**config.mk**
```make
export PLATFORM = sky130hd
export DESIGN_NAME = cmd_frame_decode_flat
export DESIGN_NICKNAME = d
export VERILOG_FILES = /design/src/rtl/cmd_frame_decode_if.sv /design/src/rtl/cmd_frame_decode.sv /design/src/flat_wrapper.sv
export SDC_FILE = /design/constraint.sdc
export NUM_CORES = 1
export LEC_CHECK = 0
export CORE_ASPECT_RATIO = 1.2
export CORE_UTILIZATION = 36
export DETAILED_ROUTE_END_ITERATION = 10
export PLACE_DENSITY = 0.56
export SETUP_SLACK_MARGIN = 0.3
export SYNTH_ARGS = -nofsm -noshare
export SYNTH_HDL_FRONTEND = slang
export SYNTH_SLANG_ARGS = --single-unit
```
**constraint.sdc**
```tcl
create_clock -name clk -period 4.07 [get_ports clk]
set_clock_uncertainty 0.15 [all_clocks]
set_input_delay 0.6105 -clock clk [delete_from_list [all_inputs] [get_ports clk]]
set_output_delay 0.6105 -clock clk [all_outputs]
set_load 0.05 [all_outputs]
```
**src/rtl/cmd_frame_decode_if.sv**
```systemverilog
// Bus bundle between the UART receiver, cmd_frame_decode and the SDRAM write FIFO / read controller.
// The decoder takes the master side; the surrounding logic (or a testbench) takes the slave side.
interface cmd_frame_decode_if #(
    parameter int DATA_W = 8
);
    logic              rx_done;
    logic [DATA_W-1:0] uart_data;
    logic              wfifo_full;
    logic              wfifo_wr_en;
    logic [DATA_W-1:0] wfifo_data;
    logic              wr_trig;
    logic              rd_trig;
    logic              busy;
    logic              err_timeout;
    logic              err_ovf;
    logic              err_unknown;
    logic              err_chk;

    modport master (
        input  rx_done, uart_data, wfifo_full,
        output wfifo_wr_en, wfifo_data, wr_trig, rd_trig, busy,
               err_timeout, err_ovf, err_unknown, err_chk
    );

    modport slave (
        output rx_done, uart_data, wfifo_full,
        input  wfifo_wr_en, wfifo_data, wr_trig, rd_trig, busy,
               err_timeout, err_ovf, err_unknown, err_chk
    );
endinterface

```
**src/rtl/cmd_frame_decode.sv**
```systemverilog
// UART command-frame decoder: write frames go into the SDRAM write FIFO, read commands pulse rd_trig.
// Define CMD_FRAME_CHECKSUM_EN to require a trailing mod-2^DATA_W checksum byte on every write frame.
module cmd_frame_decode #(
    parameter int                DATA_W      = 8,
    parameter int                PAYLOAD_LEN = 4,
    parameter logic [DATA_W-1:0] WR_CMD      = 8'h55,
    parameter logic [DATA_W-1:0] RD_CMD      = 8'hAA,
    parameter int                TIMEOUT_CYC = 50000
) (
    input logic                clk,
    input logic                rst,
    cmd_frame_decode_if.master bus
);
    localparam int              BC_W      = $clog2(PAYLOAD_LEN + 1);
    localparam int              TO_W      = (TIMEOUT_CYC > 0) ? $clog2(TIMEOUT_CYC + 1) : 1;
    localparam bit              TO_EN     = (TIMEOUT_CYC > 0);
    localparam logic [BC_W-1:0] LAST_BYTE = BC_W'(PAYLOAD_LEN - 1);
    localparam logic [TO_W-1:0] TO_LAST   = (TIMEOUT_CYC > 0) ? TO_W'(TIMEOUT_CYC - 1) : '0;

    typedef enum logic [1:0] {
        IDLE,
        WR_PAYLOAD,
`ifdef CMD_FRAME_CHECKSUM_EN
        CHK,
`endif
        FINISH
    } state_t;

    state_t            state, state_nxt;
    logic [BC_W-1:0]   byte_cnt, byte_cnt_nxt;
    logic [TO_W-1:0]   to_cnt, to_cnt_nxt;
    logic              wr_en_q, wr_en_nxt;
    logic [DATA_W-1:0] data_q, data_nxt;
    logic              wr_trig_q, wr_trig_nxt;
    logic              rd_trig_q, rd_trig_nxt;
    logic              busy_q, busy_nxt;
    logic              err_timeout_q, err_timeout_nxt;
    logic              err_ovf_q, err_ovf_nxt;
    logic              err_unknown_q, err_unknown_nxt;
    logic              timeout_hit;
`ifdef CMD_FRAME_CHECKSUM_EN
    logic [DATA_W-1:0] sum_q, sum_nxt;
    logic              err_chk_q, err_chk_nxt;
`endif

    // An rx_done in the expiry cycle takes priority, so the hit is qualified by its absence.
    assign timeout_hit = TO_EN && !bus.rx_done && (to_cnt == TO_LAST);

    always_comb begin
        state_nxt       = state;
        byte_cnt_nxt    = byte_cnt;
        to_cnt_nxt      = '0;
        wr_en_nxt       = 1'b0;
        data_nxt        = data_q;
        wr_trig_nxt     = 1'b0;
        rd_trig_nxt     = 1'b0;
        err_timeout_nxt = 1'b0;
        err_ovf_nxt     = 1'b0;
        err_unknown_nxt = 1'b0;
`ifdef CMD_FRAME_CHECKSUM_EN
        sum_nxt         = sum_q;
        err_chk_nxt     = 1'b0;
`endif
        case (state)
            IDLE: begin
                if (bus.rx_done) begin
                    if (bus.uart_data == WR_CMD) begin
                        state_nxt    = WR_PAYLOAD;
                        byte_cnt_nxt = '0;
`ifdef CMD_FRAME_CHECKSUM_EN
                        sum_nxt      = '0;
`endif
                    end else if (bus.uart_data == RD_CMD) begin
                        rd_trig_nxt = 1'b1;
                    end else begin
                        err_unknown_nxt = 1'b1;
                    end
                end
            end
            WR_PAYLOAD: begin
                if (TO_EN && !bus.rx_done) begin
                    to_cnt_nxt = to_cnt + TO_W'(1);
                end
                if (bus.rx_done) begin
                    if (bus.wfifo_full) begin
                        err_ovf_nxt = 1'b1;
                        state_nxt   = IDLE;
                    end else begin
                        wr_en_nxt    = 1'b1;
                        data_nxt     = bus.uart_data;
                        byte_cnt_nxt = byte_cnt + BC_W'(1);
`ifdef CMD_FRAME_CHECKSUM_EN
                        sum_nxt      = sum_q + bus.uart_data;
                        if (byte_cnt == LAST_BYTE) begin
                            state_nxt = CHK;
                        end
`else
                        if (byte_cnt == LAST_BYTE) begin
                            state_nxt = FINISH;
                        end
`endif
                    end
                end else if (timeout_hit) begin
                    err_timeout_nxt = 1'b1;
                    state_nxt       = IDLE;
                end
            end
`ifdef CMD_FRAME_CHECKSUM_EN
            // The checksum byte never reaches the FIFO, so FIFO-full is irrelevant here.
            CHK: begin
                if (TO_EN && !bus.rx_done) begin
                    to_cnt_nxt = to_cnt + TO_W'(1);
                end
                if (bus.rx_done) begin
                    state_nxt = IDLE;
                    if (bus.uart_data == sum_q) begin
                        wr_trig_nxt = 1'b1;
                    end else begin
                        err_chk_nxt = 1'b1;
                    end
                end else if (timeout_hit) begin
                    err_timeout_nxt = 1'b1;
                    state_nxt       = IDLE;
                end
            end
`endif
            FINISH: begin
                wr_trig_nxt = 1'b1;
                state_nxt   = IDLE;
            end
            default: begin
                state_nxt = IDLE;
            end
        endcase
        busy_nxt = (state_nxt != IDLE);
    end

    always_ff @(posedge clk) begin
        if (rst) begin
            state         <= IDLE;
            byte_cnt      <= '0;
            to_cnt        <= '0;
            wr_en_q       <= 1'b0;
            data_q        <= '0;
            wr_trig_q     <= 1'b0;
            rd_trig_q     <= 1'b0;
            busy_q        <= 1'b0;
            err_timeout_q <= 1'b0;
            err_ovf_q     <= 1'b0;
            err_unknown_q <= 1'b0;
`ifdef CMD_FRAME_CHECKSUM_EN
            sum_q         <= '0;
            err_chk_q     <= 1'b0;
`endif
        end else begin
            state         <= state_nxt;
            byte_cnt      <= byte_cnt_nxt;
            to_cnt        <= to_cnt_nxt;
            wr_en_q       <= wr_en_nxt;
            data_q        <= data_nxt;
            wr_trig_q     <= wr_trig_nxt;
            rd_trig_q     <= rd_trig_nxt;
            busy_q        <= busy_nxt;
            err_timeout_q <= err_timeout_nxt;
            err_ovf_q     <= err_ovf_nxt;
            err_unknown_q <= err_unknown_nxt;
`ifdef CMD_FRAME_CHECKSUM_EN
            sum_q         <= sum_nxt;
            err_chk_q     <= err_chk_nxt;
`endif
        end
    end

    assign bus.wfifo_wr_en = wr_en_q;
    assign bus.wfifo_data  = data_q;
    assign bus.wr_trig     = wr_trig_q;
    assign bus.rd_trig     = rd_trig_q;
    assign bus.busy        = busy_q;
    assign bus.err_timeout = err_timeout_q;
    assign bus.err_ovf     = err_ovf_q;
    assign bus.err_unknown = err_unknown_q;
`ifdef CMD_FRAME_CHECKSUM_EN
    assign bus.err_chk     = err_chk_q;
`else
    assign bus.err_chk     = 1'b0;
`endif
endmodule

```
**src/flat_wrapper.sv**
```systemverilog
// flat-port wrapper written by rule: the top's interface ports become plain ports
module cmd_frame_decode_flat 
#(
    parameter int                DATA_W      = 8,
    parameter int                PAYLOAD_LEN = 4,
    parameter logic [DATA_W-1:0] WR_CMD      = 8'h55,
    parameter logic [DATA_W-1:0] RD_CMD      = 8'hAA,
    parameter int                TIMEOUT_CYC = 50000
)
  (clk, rst, bus_rx_done, bus_uart_data, bus_wfifo_full, bus_wfifo_wr_en, bus_wfifo_data, bus_wr_trig, bus_rd_trig, bus_busy, bus_err_timeout, bus_err_ovf, bus_err_unknown, bus_err_chk);
  cmd_frame_decode_if #(.DATA_W(DATA_W)) bus_i ();
  input logic clk;
  input logic rst;
  input wire logic [$bits(bus_i.rx_done)-1:0] bus_rx_done;
  input wire logic [$bits(bus_i.uart_data)-1:0] bus_uart_data;
  input wire logic [$bits(bus_i.wfifo_full)-1:0] bus_wfifo_full;
  output wire logic [$bits(bus_i.wfifo_wr_en)-1:0] bus_wfifo_wr_en;
  output wire logic [$bits(bus_i.wfifo_data)-1:0] bus_wfifo_data;
  output wire logic [$bits(bus_i.wr_trig)-1:0] bus_wr_trig;
  output wire logic [$bits(bus_i.rd_trig)-1:0] bus_rd_trig;
  output wire logic [$bits(bus_i.busy)-1:0] bus_busy;
  output wire logic [$bits(bus_i.err_timeout)-1:0] bus_err_timeout;
  output wire logic [$bits(bus_i.err_ovf)-1:0] bus_err_ovf;
  output wire logic [$bits(bus_i.err_unknown)-1:0] bus_err_unknown;
  output wire logic [$bits(bus_i.err_chk)-1:0] bus_err_chk;
  assign bus_i.rx_done = bus_rx_done;
  assign bus_i.uart_data = bus_uart_data;
  assign bus_i.wfifo_full = bus_wfifo_full;
  assign bus_wfifo_wr_en = bus_i.wfifo_wr_en;
  assign bus_wfifo_data = bus_i.wfifo_data;
  assign bus_wr_trig = bus_i.wr_trig;
  assign bus_rd_trig = bus_i.rd_trig;
  assign bus_busy = bus_i.busy;
  assign bus_err_timeout = bus_i.err_timeout;
  assign bus_err_ovf = bus_i.err_ovf;
  assign bus_err_unknown = bus_i.err_unknown;
  assign bus_err_chk = bus_i.err_chk;
  cmd_frame_decode #(.DATA_W(DATA_W), .PAYLOAD_LEN(PAYLOAD_LEN), .WR_CMD(WR_CMD), .RD_CMD(RD_CMD), .TIMEOUT_CYC(TIMEOUT_CYC)) u_core (.clk(clk), .rst(rst), .bus(bus_i));
endmodule
```
==> results of run 1 <==
==> path summary, 6_finish.rpt <==
kind | from | endpoint | slack [ns] | cells past startpoint
setup / recovery | rst | u_core.to_cnt[10]$_SDFF_PP0_ | 1.41 | 5
hold / removal | u_core.bus.wfifo_data[7]$_SDFFE_PP0P_ | u_core.bus.wfifo_data[7]$_SDFFE_PP0P_ | 0.31 | 2
setup reg to reg | u_core.state[0]$_SDFF_PP0_ | u_core.to_cnt[10]$_SDFF_PP0_ | 2.06 | 4
hold reg to reg | u_core.bus.wfifo_data[7]$_SDFFE_PP0P_ | u_core.bus.wfifo_data[7]$_SDFFE_PP0P_ | 0.31 | 2
==> synthesized netlist by cell type, types with 2 or more instances <==
cell      number  area [um2]
a21oi_1       16        80.1
and2_1         5        31.3
and4b_1        2        20.0
clkbuf_1       4        15.0
dfxtp_1       36         721
ha_1           3        37.5
inv_1          3        11.3
nand2_1       26        97.6
nand2b_1       2        12.5
nand3_1        2        10.0
nand4_1        4        25.0
nor2_1        10        37.5
nor2b_1        2        12.5
nor3_1         2        10.0
nor3b_1        2        15.0
nor4_1         3        18.8
nor4bb_1       4        40.0
o211ai_1       3        22.5
o21ai_0       10        50.1
or3_1          2        12.5
or4_1          3        22.5
xnor2_1        4        35.0
xor2_1         4        35.0
==> per-stage QoR <==
stage	instance area (um2)	total power, mW
finish	1920	0.642
global route	1920	0.667
CTS	1920	0.651
detailed placement	1830	0.388
global placement	1830	0.388
floorplan	1520	0.372
==> power groups by stage <==
stage / combinational, mW / clock [mW] / sequential [mW]
2_1_floorplan: 0.00898 / 0 / 0.363
3_3_place_gp: 0.0273 / 0 / 0.361
3_5_place_dp: 0.0274 / 0 / 0.361
4_1_cts: 0.0277 / 0.270 / 0.353
5_1_grt: 0.0296 / 0.284 / 0.353
6_report: 0.0277 / 0.262 / 0.353
==> flip-flops by register name, summed over array words and instances (netlist names), 2 cells and up <==
register               flops
u_core.byte_cnt            3
u_core.bus.wfifo_data      8
u_core.state               2
u_core.to_cnt             16
==> worst max-delay path: stages <==
cell and delay [ns]:
clkdlybuf4s50_1 0.71, nor3b_2 0.39, nand2b_1 0.36, or4_1 0.59, nand2_1 0.08
==> layout make-up <==
type | instances | area (um2)
Clock buffer | 8 | 90.1
Fill cell | 402 | 2080
Inverter | 3 | 11.3
Multi-Input combinational cell | 126 | 769
Sequential cell | 36 | 721
Tap cell | 54 | 67.6
Timing Repair Buffer | 26 | 260
==> cells by family after synthesis <==
group / count (synthesis)
compound gates: 31
xor+xnor: 8
flops: 36
simple gates: 83
fa+ha+maj: 3
other cells: 1
buf+inv: 8
==> routing by layer <==
metal	share of wire	global-route usage
met5	0	0
met1	0.41	0.165
met2	0.52	0.281
met3	0.043	0.0317
met4	0.023	0.0889
==> key figures, run 1 <==
Status
  • Run status: completed

Placed design
  • Dpl hpwl: 2400 um
  • Placed cell count: 245
  • GP Congestion: 0.825
  • Placement Setup Slack: 1.10 ns
  • Port Buffers: 26

Synth
  • Synthesized flop and latch total: 36
  • Register area share after synthesis: 0.473
  • Compound-Gate Fraction of Synth Area: 0.109
  • Post-synth EDFFs: 0
  • Syn nets: 185
  • Largest family of logic cells by synthesized area: simple AND/OR/NAND/NOR gates
  • Synth Area in Adders: 0.0246
  • Mux cell area share after synthesis: 0
  • Post-synthesis cell type count: 41
  • Post-Syn Area: 1520 um2
  • YS warnings: 0
  • Post-synthesis cell count: 170
  • Post-Synth XOR/XNOR Area: 0.0460
  • Post-synth top flop: dfxtp_1
  • Post-synthesis async set-or-reset flop share: 0
  • Post-synthesis simple-gate area fraction: 0.323
  • Syn Area/Cell: 8.96 um2

Power
  • Register share of total power: 0.549
  • Sw frac: 0.215
  • Sw power: 138 uW
  • Leak: 0.651 nW
  • Peak VDD IR: 0.147 mV
  • Power Density: 335 nW/um2
  • Clock share of power: 0.407
  • Internal Power: 504 uW
  • Combinational Power Share: 0.043

Routing
  • Drt initial violations: 67
  • WL per Instance: 12.9 um
  • Total wire length: 3260 um
  • Via density per instance: 5.11
  • DRC: 0
  • DR vias: 1293
  • Antenna-violating nets left: 0
  • DR pass1 iterations: 4

Critical path
  • Worst setup path category: in -> reg
  • Critical path startpoint category: primary input
  • Crit end category: flop
  • CP max FO: 15
  • Worst EP arrival: 2.74 ns
  • Critical path data required time: 4.15 ns

Clock tree
  • Htree depth: 2
  • Hold_buf cts: 0
  • Clk pin slew, worst setup/hold paths: 0.07 ns
  • CTS Buffer Depth: 2
  • Clk_lat worst skew: 0.29 ns
  • CTS Root Buffer Type: clkbuf_8
  • Post-CTS setup buffer count: 0
  • CTS tree: built
  • Clock sinks: 36
  • TritonCTS Buffers: 5
  • Post-CTS Resized: 0

Global route
  • Initial antenna violation count: 0
  • Vias in the first global route: 1221
  • Tot GR Track Use: 0.157
  • GRT overflow: 0
  • First-pass GRT wire length: 5200 um
  • Largest net degree at the start of global routing: 16

Finish
  • Antenna diode count: 0
  • P&R area growth vs syn: 25.9%
  • Post-route insts no fill: 253
  • Share of layout cells above drive strength 1: 0.0754
  • Commonest non-fill, non-tap cell in the layout: dfxtp_1
  • Most frequent cells in the layout: dfxtp_1, nand2_1, clkdlybuf4s50_1, a21oi_1
  • Fin util: 0.479
  • Layout net count: 213

STA
  • Max_slew headroom: 0.598
  • RSZ-0062 raised after global routing: false
  • Fmax: 375 MHz
  • TNS Setup: 0 ns
  • Setup ws final: 1.41 ns
  • Fin Hold WS: 0.306 ns
  • Finish-stage setup viols: 0
  • Actual slew at the worst max-slew pin: 0.601 ns
  • Max-slew violation count: 0
  • Final min period: 2.66 ns
  • Final Cycle Share: 0.654
  • Fin. Hold Viols: 0

Floorplan
  • Initial Utilization: 0.381
  • Core area: 4000 um2
  • Die Ht: 73.3 um
  • I/O pins: 28
  • Die width: 61.4 um
  • Die Area: 4500 um2
  • Row cnt: 25

Worst hold path
  • Worst min-delay path category: reg -> reg

Run
  • Max-cap violations: 0
No activity file was read; power rests on OpenSTA's default activity.
==> inputs of run 2 (changes only) <==
- PLACE_DENSITY: 0.56 -> 0.58
- clock period: 4.07 -> 2.3 ns (I/O delays scaled with it)
==> run 2 against run 1 <==
Count of clock-buffer cells in the layout decreased by 2. Non-clock buffer count increased by 4. Clock power increased by 75%. Combinational power increased by 82%. Cell area increased by 1.7%. Wire length decreased by 2.1%. Die area unchanged. Total power increased by 77%. Worst hold slack improved by 0.00053 ns. First-iteration DRC count decreased by 42%. Highest routed layer unchanged. Critical endpoint is now bus_wfifo_data[4]. Sequential power increased by 77%. Via count increased by 0.77%.
==> key figures, run 2 (synthesis results as in run 1) <==
Status
  • Run status: completed (unchanged)

Floorplan
  • Die Area: 4500 um2 (unchanged)
  • Die Ht: 73.3 um (unchanged)
  • Die width: 61.4 um (unchanged)
  • I/O pins: 28 (unchanged)
  • Row cnt: 25 (unchanged)
  • Initial Utilization: 0.381 (unchanged)
  • Core area: 4000 um2 (unchanged)

Power
  • Peak VDD IR: 0.251 mV (was 0.147 mV)
  • Leak: 0.675 nW (was 0.651 nW)
  • Power Density: 581 nW/um2 (was 335 nW/um2)

Critical path
  • Critical path startpoint category: flop (was primary input)
  • Crit end category: primary output (was flop)
  • Reg-to-Reg Start: u_core.to_cnt[2]$_SDFF_PP0_ (was u_core.state[0]$_SDFF_PP0_)
  • Worst path cell trace: clkdlybuf4s50_1 (was clkdlybuf4s50_1 -> nor3b_2 -> nand2b_1 -> or4_1 -> nand2_1)
  • Critical path's largest stage delay: 0.80 ns (was 0.71 ns)
  • CP top delay family: buffers and inverters (was simple AND/OR/NAND/NOR gates)
  • CP Buf/Inv Count: 1 (unchanged)
  • Crit-path slowest cell: clkdlybuf4s50_1 (unchanged)
  • Worst setup path category: reg -> out (was in -> reg)
  • Critical path data required time: 1.80 ns (was 4.15 ns)
  • Worst EP arrival: 1.42 ns (was 2.74 ns)
  • Critical Path Start: u_core.bus.wfifo_data[4]$_SDFFE_PP0P_ (was rst)
  • CP max FO: 2 (was 15)

Placed design
  • Area after DPL: 1860 um2 (was 1830 um2)
  • Placement Setup Slack: 0.288 ns (was 1.10 ns)
  • GP Congestion: 0.841 (was 0.825)
  • Dpl hpwl: 2370 um (was 2400 um)
  • Port Buffers: 26 (unchanged)

STA
  • Final Cycle Share: 0.835
  • Actual slew at the worst max-slew pin: 0.504 ns (was 0.601 ns)
  • TNS Setup: 0 ns (unchanged)
  • Setup ws final: 0.380 ns (was 1.41 ns)
  • Fin. Hold Viols: 0 (unchanged)
  • Finish-stage setup viols: 0 (unchanged)
  • Final min period: 1.92 ns
  • Max_slew headroom: 0.663 (was 0.598)
  • Fmax: 521 MHz
  • RSZ-0062 raised after global routing: false (unchanged)
  • Max-slew violation count: 0 (unchanged)

Routing
  • DR pass1 iterations: 4 (unchanged)
  • WL per Instance: 12.4 um (was 12.9 um)
  • DR vias: 1303 (was 1293)
  • Drt initial violations: 39 (was 67)
  • Via density per instance: 5.07 (was 5.11)
  • Total wire length: 3190 um (was 3260 um)
  • DRC: 0 (unchanged)
  • Antenna-violating nets left: 0 (unchanged)

Clock tree
  • Htree depth: 2 (unchanged)
  • Post-CTS setup buffer count: 0 (unchanged)
  • CTS Root Buffer Type: clkbuf_8 (unchanged)
  • CTS Buffer Depth: 2 (unchanged)
  • Clk pin slew, worst setup/hold paths: 0.07 ns (about the same)
  • Hold_buf cts: 0 (unchanged)
  • Clk_lat worst skew: 0.29 ns (about the same)
  • Post-CTS Resized: 0 (unchanged)
  • CTS tree: built (unchanged)
  • TritonCTS Buffers: 5 (unchanged)
  • Clock sinks: 36 (unchanged)

Global route
  • Vias in the first global route: 1212 (was 1221)
  • Largest net degree at the start of global routing: 15 (was 16)
  • Tot GR Track Use: 0.159 (was 0.157)
  • Initial antenna violation count: 0 (unchanged)
  • Met1 usage: 0.185 (was 0.165)
  • Grt peak-use layer: met2 (unchanged)
  • First-pass GRT wire length: 5190 um (was 5200 um)
  • Met2 usage in global routing: 0.252 (was 0.281)
  • GRT overflow: 0 (unchanged)
  • Met3 GRT Util: 0.0423 (was 0.0317)

Finish
  • Commonest non-fill, non-tap cell in the layout: dfxtp_1 (unchanged)
  • Most frequent cells in the layout: dfxtp_1, nand2_1, clkdlybuf4s50_1, a21oi_1 (unchanged)
  • Share of layout cells above drive strength 1: 0.103 (was 0.0754)
  • Largest Register: u_core.to_cnt (unchanged)
  • Largest register FFs: 16 (unchanged)
  • P&R area growth vs syn: 28.1% (was 25.9%)
  • Layout net count: 217 (was 213)
  • Antenna diode count: 0 (unchanged)
  • Fin area: 1950 um2 (was 1920 um2)

Worst hold path
  • Worst min-delay path category: reg -> reg (unchanged)
  • Worst hold path startpoint: u_core.bus.wfifo_data[0]$_SDFFE_PP0P_ (was u_core.bus.wfifo_data[7]$_SDFFE_PP0P_)

Run
  • Max-cap violations: 0 (unchanged)
[run 2: changes by cell type in the layout (fill, tap and decap cells not counted)]
cell      previous run  this run
buf_4                0         4
clkbuf_1             2         0
clkinv_2             0         2
[run 2: final timing paths]
path / end / slack, ns / depth (start not counted)
setup reg to reg: u_core.to_cnt[15]$_SDFF_PP0_ / 0.50 / 4
setup / recovery: bus_wfifo_data[4] / 0.38 / 1
hold / removal: u_core.bus.wfifo_data[0]$_SDFFE_PP0P_ / 0.31 / 2
hold reg to reg: u_core.bus.wfifo_data[0]$_SDFFE_PP0P_ / 0.31 / 2
[run 2: through the flow]
step	power, mW	hold WS [ns]	instances	util
final	1.13	0.307	257	0.488
after global routing	1.18	0.333	257	0.488
after CTS	1.15	0.311	257	0.488
after detailed placement	0.689	0.301	249	0.464
after global placement	0.688	0.292	249	0.464
after floorplan	0.658	0.264	170	-
[run 2: area by class of cell]
type	instances	area, um2
clock inverters	2	10.0
multi-input cells	126	769
inverters	3	11.3
well taps	54	67.6
fillers	415	2050
flip-flops and latches	36	721
clock buffers	6	82.6
repair buffers	30	290
[run 2: routing by layer]
| metal | part of all wire | routed length [um] |
|---|---|---|
| met1 | 0.44 | 1400 |
| met2 | 0.49 | 1580 |
| met3 | 0.033 | 105 |
| met4 | 0.033 | 104 |
| met5 | 0 | 0 |
[run 2: power by group]
| group | switching (mW) | internal, mW | leakage [nW] |
|---|---|---|---|
| logic | 0.0254 | 0.0251 | 0.334 |
| registers | 0.000356 | 0.624 | 0.290 |
| clock network | 0.220 | 0.239 | 0.0510 |
==> RTL edit, RTL diff (settings of run 2) <==
`TIMEOUT_CYC` is set to 50000 in 2 places; all go to 200000.
--- a/src/rtl/cmd_frame_decode.sv
+++ b/src/rtl/cmd_frame_decode.sv
@@ -6,5 +6,5 @@
     parameter logic [DATA_W-1:0] WR_CMD      = 8'h55,
     parameter logic [DATA_W-1:0] RD_CMD      = 8'hAA,
-    parameter int                TIMEOUT_CYC = 50000
+    parameter int                TIMEOUT_CYC = 200000
 ) (
     input logic                clk,
--- a/src/flat_wrapper.sv
+++ b/src/flat_wrapper.sv
@@ -6,5 +6,5 @@
     parameter logic [DATA_W-1:0] WR_CMD      = 8'h55,
     parameter logic [DATA_W-1:0] RD_CMD      = 8'hAA,
-    parameter int                TIMEOUT_CYC = 50000
+    parameter int                TIMEOUT_CYC = 200000
 )
   (clk, rst, bus_rx_done, bus_uart_data, bus_wfifo_full, bus_wfifo_wr_en, bus_wfifo_data, bus_wr_trig, bus_rd_trig, bus_busy, bus_err_timeout, bus_err_ovf, bus_err_unknown, bus_err_chk);
Check against the original RTL: no difference found for any inputs over 10 cycles, from zero or initial values and one cycle with rst high; that may be too few to reach the edited logic, so the function may still have changed.
==> RTL edit against run 2 <==
  * Sequential power is 5.6% higher
  * Final area is 4.7% higher
  * Global-route usage is 0.36 points higher
  * Synthesized cell count is 9.4% higher
  * Setup slack worse by 17 ps
  * Synthesized area is 5.5% higher
  * First-iteration DRC count is 15% higher
  * Clock power is 2% higher
  * Combinational power hardly changed
  * Sequential cell count is 2 higher
  * Wire length is 9.5% higher
  * Total power is 4.0% higher
  * Critical path type unchanged
  * Critical endpoint is now bus_err_unknown
  * Largest power group unchanged
  * Highest routed layer unchanged
==> RTL edit: results (changes against run 2) <==
| Metric | Value |
|---|---|
| Critical Path Max Stage Delay | 810 ps |
| Syn Nets | 201 (was 185) |
| Wl on met1 | 1.39 mm (was 1.40 mm) |
| Via/cell ratio | 5.13 (was 5.07) |
| Post-synthesis sequential area ratio | 47.3% (about the same) |
| Yosys cell types | 34 (was 41) |
| GR Util met2 | 31.7% (was 25.2%) |
| Combinational power | 0.0000504 W (was 0.0000505 W) |
| Worst slack, placed | 164 ps (was 288 ps) |
| GR Util met1 | 15.4% (was 18.5%) |
| Final worst slack | 363 ps (was 380 ps) |
| Largest net degree at the start of global routing | 18 (was 15) |
| Syn_area_per_cell | 8.64 sq um (was 8.96 sq um) |
| Post-Place Cells | 263 (was 249) |
| Vias | 1391 (was 1303) |
| R2r setup slk | 390 ps (was 500 ps) |
| GR Util met3 | 5.61% (was 4.23%) |
| DR WL/cell | 12.9 um (was 12.4 um) |
| DR pass1 iterations | 4 (unchanged) |
| Static leakage | 0.642 nW (was 0.675 nW) |
| Clock tree buffer depth | 2 (unchanged) |
| Layout cells sized above 1 | 13.0% (was 10.3%) |
| Outcome | completed (unchanged) |
| Max reg flops | 18 (was 16) |
| Synth top cells by count | dfxtp_1 (38), nand2_1 (27), a21oi_1 (19), nor2_1 (11), o21ai_0 (10) (was dfxtp_1 (36), nand2_1 (26), a21oi_1 (16), nor2_1 (10), o21ai_0 (10)) |
| Peak VDD IR | 0.330 mV (was 0.251 mV) |
| Routed wl met2 | 1.91 mm (was 1.58 mm) |
| Final HPWL DP | 2.61 mm (was 2.37 mm) |
| Slew @ Worst Pin | 552 ps (was 504 ps) |
| Fin nets | 229 (was 217) |
| Int Power | 0.000924 W (was 0.000888 W) |
| Crit-path max FO | 1 (was 2) |
| WL met3 | 136 um (was 105 um) |
| Post-DP Area | 1930 sq um (was 1860 sq um) |
| First-pass GRT wire length | 5.87 mm (was 5.19 mm) |
| Dominant cells by area after synthesis | dfxtp_1 (47%), nand2_1 (6.3%), a21oi_1 (5.9%), o21ai_0 (3.1%), xor2_1 (2.7%) (was dfxtp_1 (47%), nand2_1 (6.4%), a21oi_1 (5.3%), o21ai_0 (3.3%), nor4bb_1 (2.6%)) |
| GPL Wtd Cong | 0.805 (was 0.841) |
| Clock Power | 0.000469 W (was 0.000459 W) |
| Critical path data arrival time | 1440 ps (was 1420 ps) |
| Total GRT Usage | 16.3% (was 15.9%) |
==> RTL edit: cell families after synthesis <==
logic type	synth area share, %
other cells	0.233
simple gates	30.1
buf+inv	3.35
fa+ha+maj	2.33
xor+xnor	4.90
compound gates	11.8
flops	47.3
==> RTL edit: final timing paths <==
path,endpoint,start
worst max-delay path,bus_err_unknown,u_core.bus.err_unknown
worst min-delay path,u_core.bus.wfifo_data[6],u_core.bus.wfifo_data[6]
worst max register to register,u_core.to_cnt[17],u_core.to_cnt[7]
worst min register to register,u_core.bus.wfifo_data[6],u_core.bus.wfifo_data[6]
==> RTL edit: final cells by class <==
cell class | count | area (sq um)
inverter | 5 | 18.8
multi-input combinational | 135 | 807
tap | 56 | 70.1
clock buffer | 6 | 82.6
timing repair buffer | 29 | 283
fill | 434 | 2220
sequential | 38 | 769
clock inverter | 2 | 12.5
==> RTL edit: what timing repair did <==
item | 4_1_cts | 5_1_grt
gates resized for setup | 3 | 8
pin swaps | 0 | 1
setup endpoints to repair | 4 | 13
hold endpoints to repair | 0 | 0
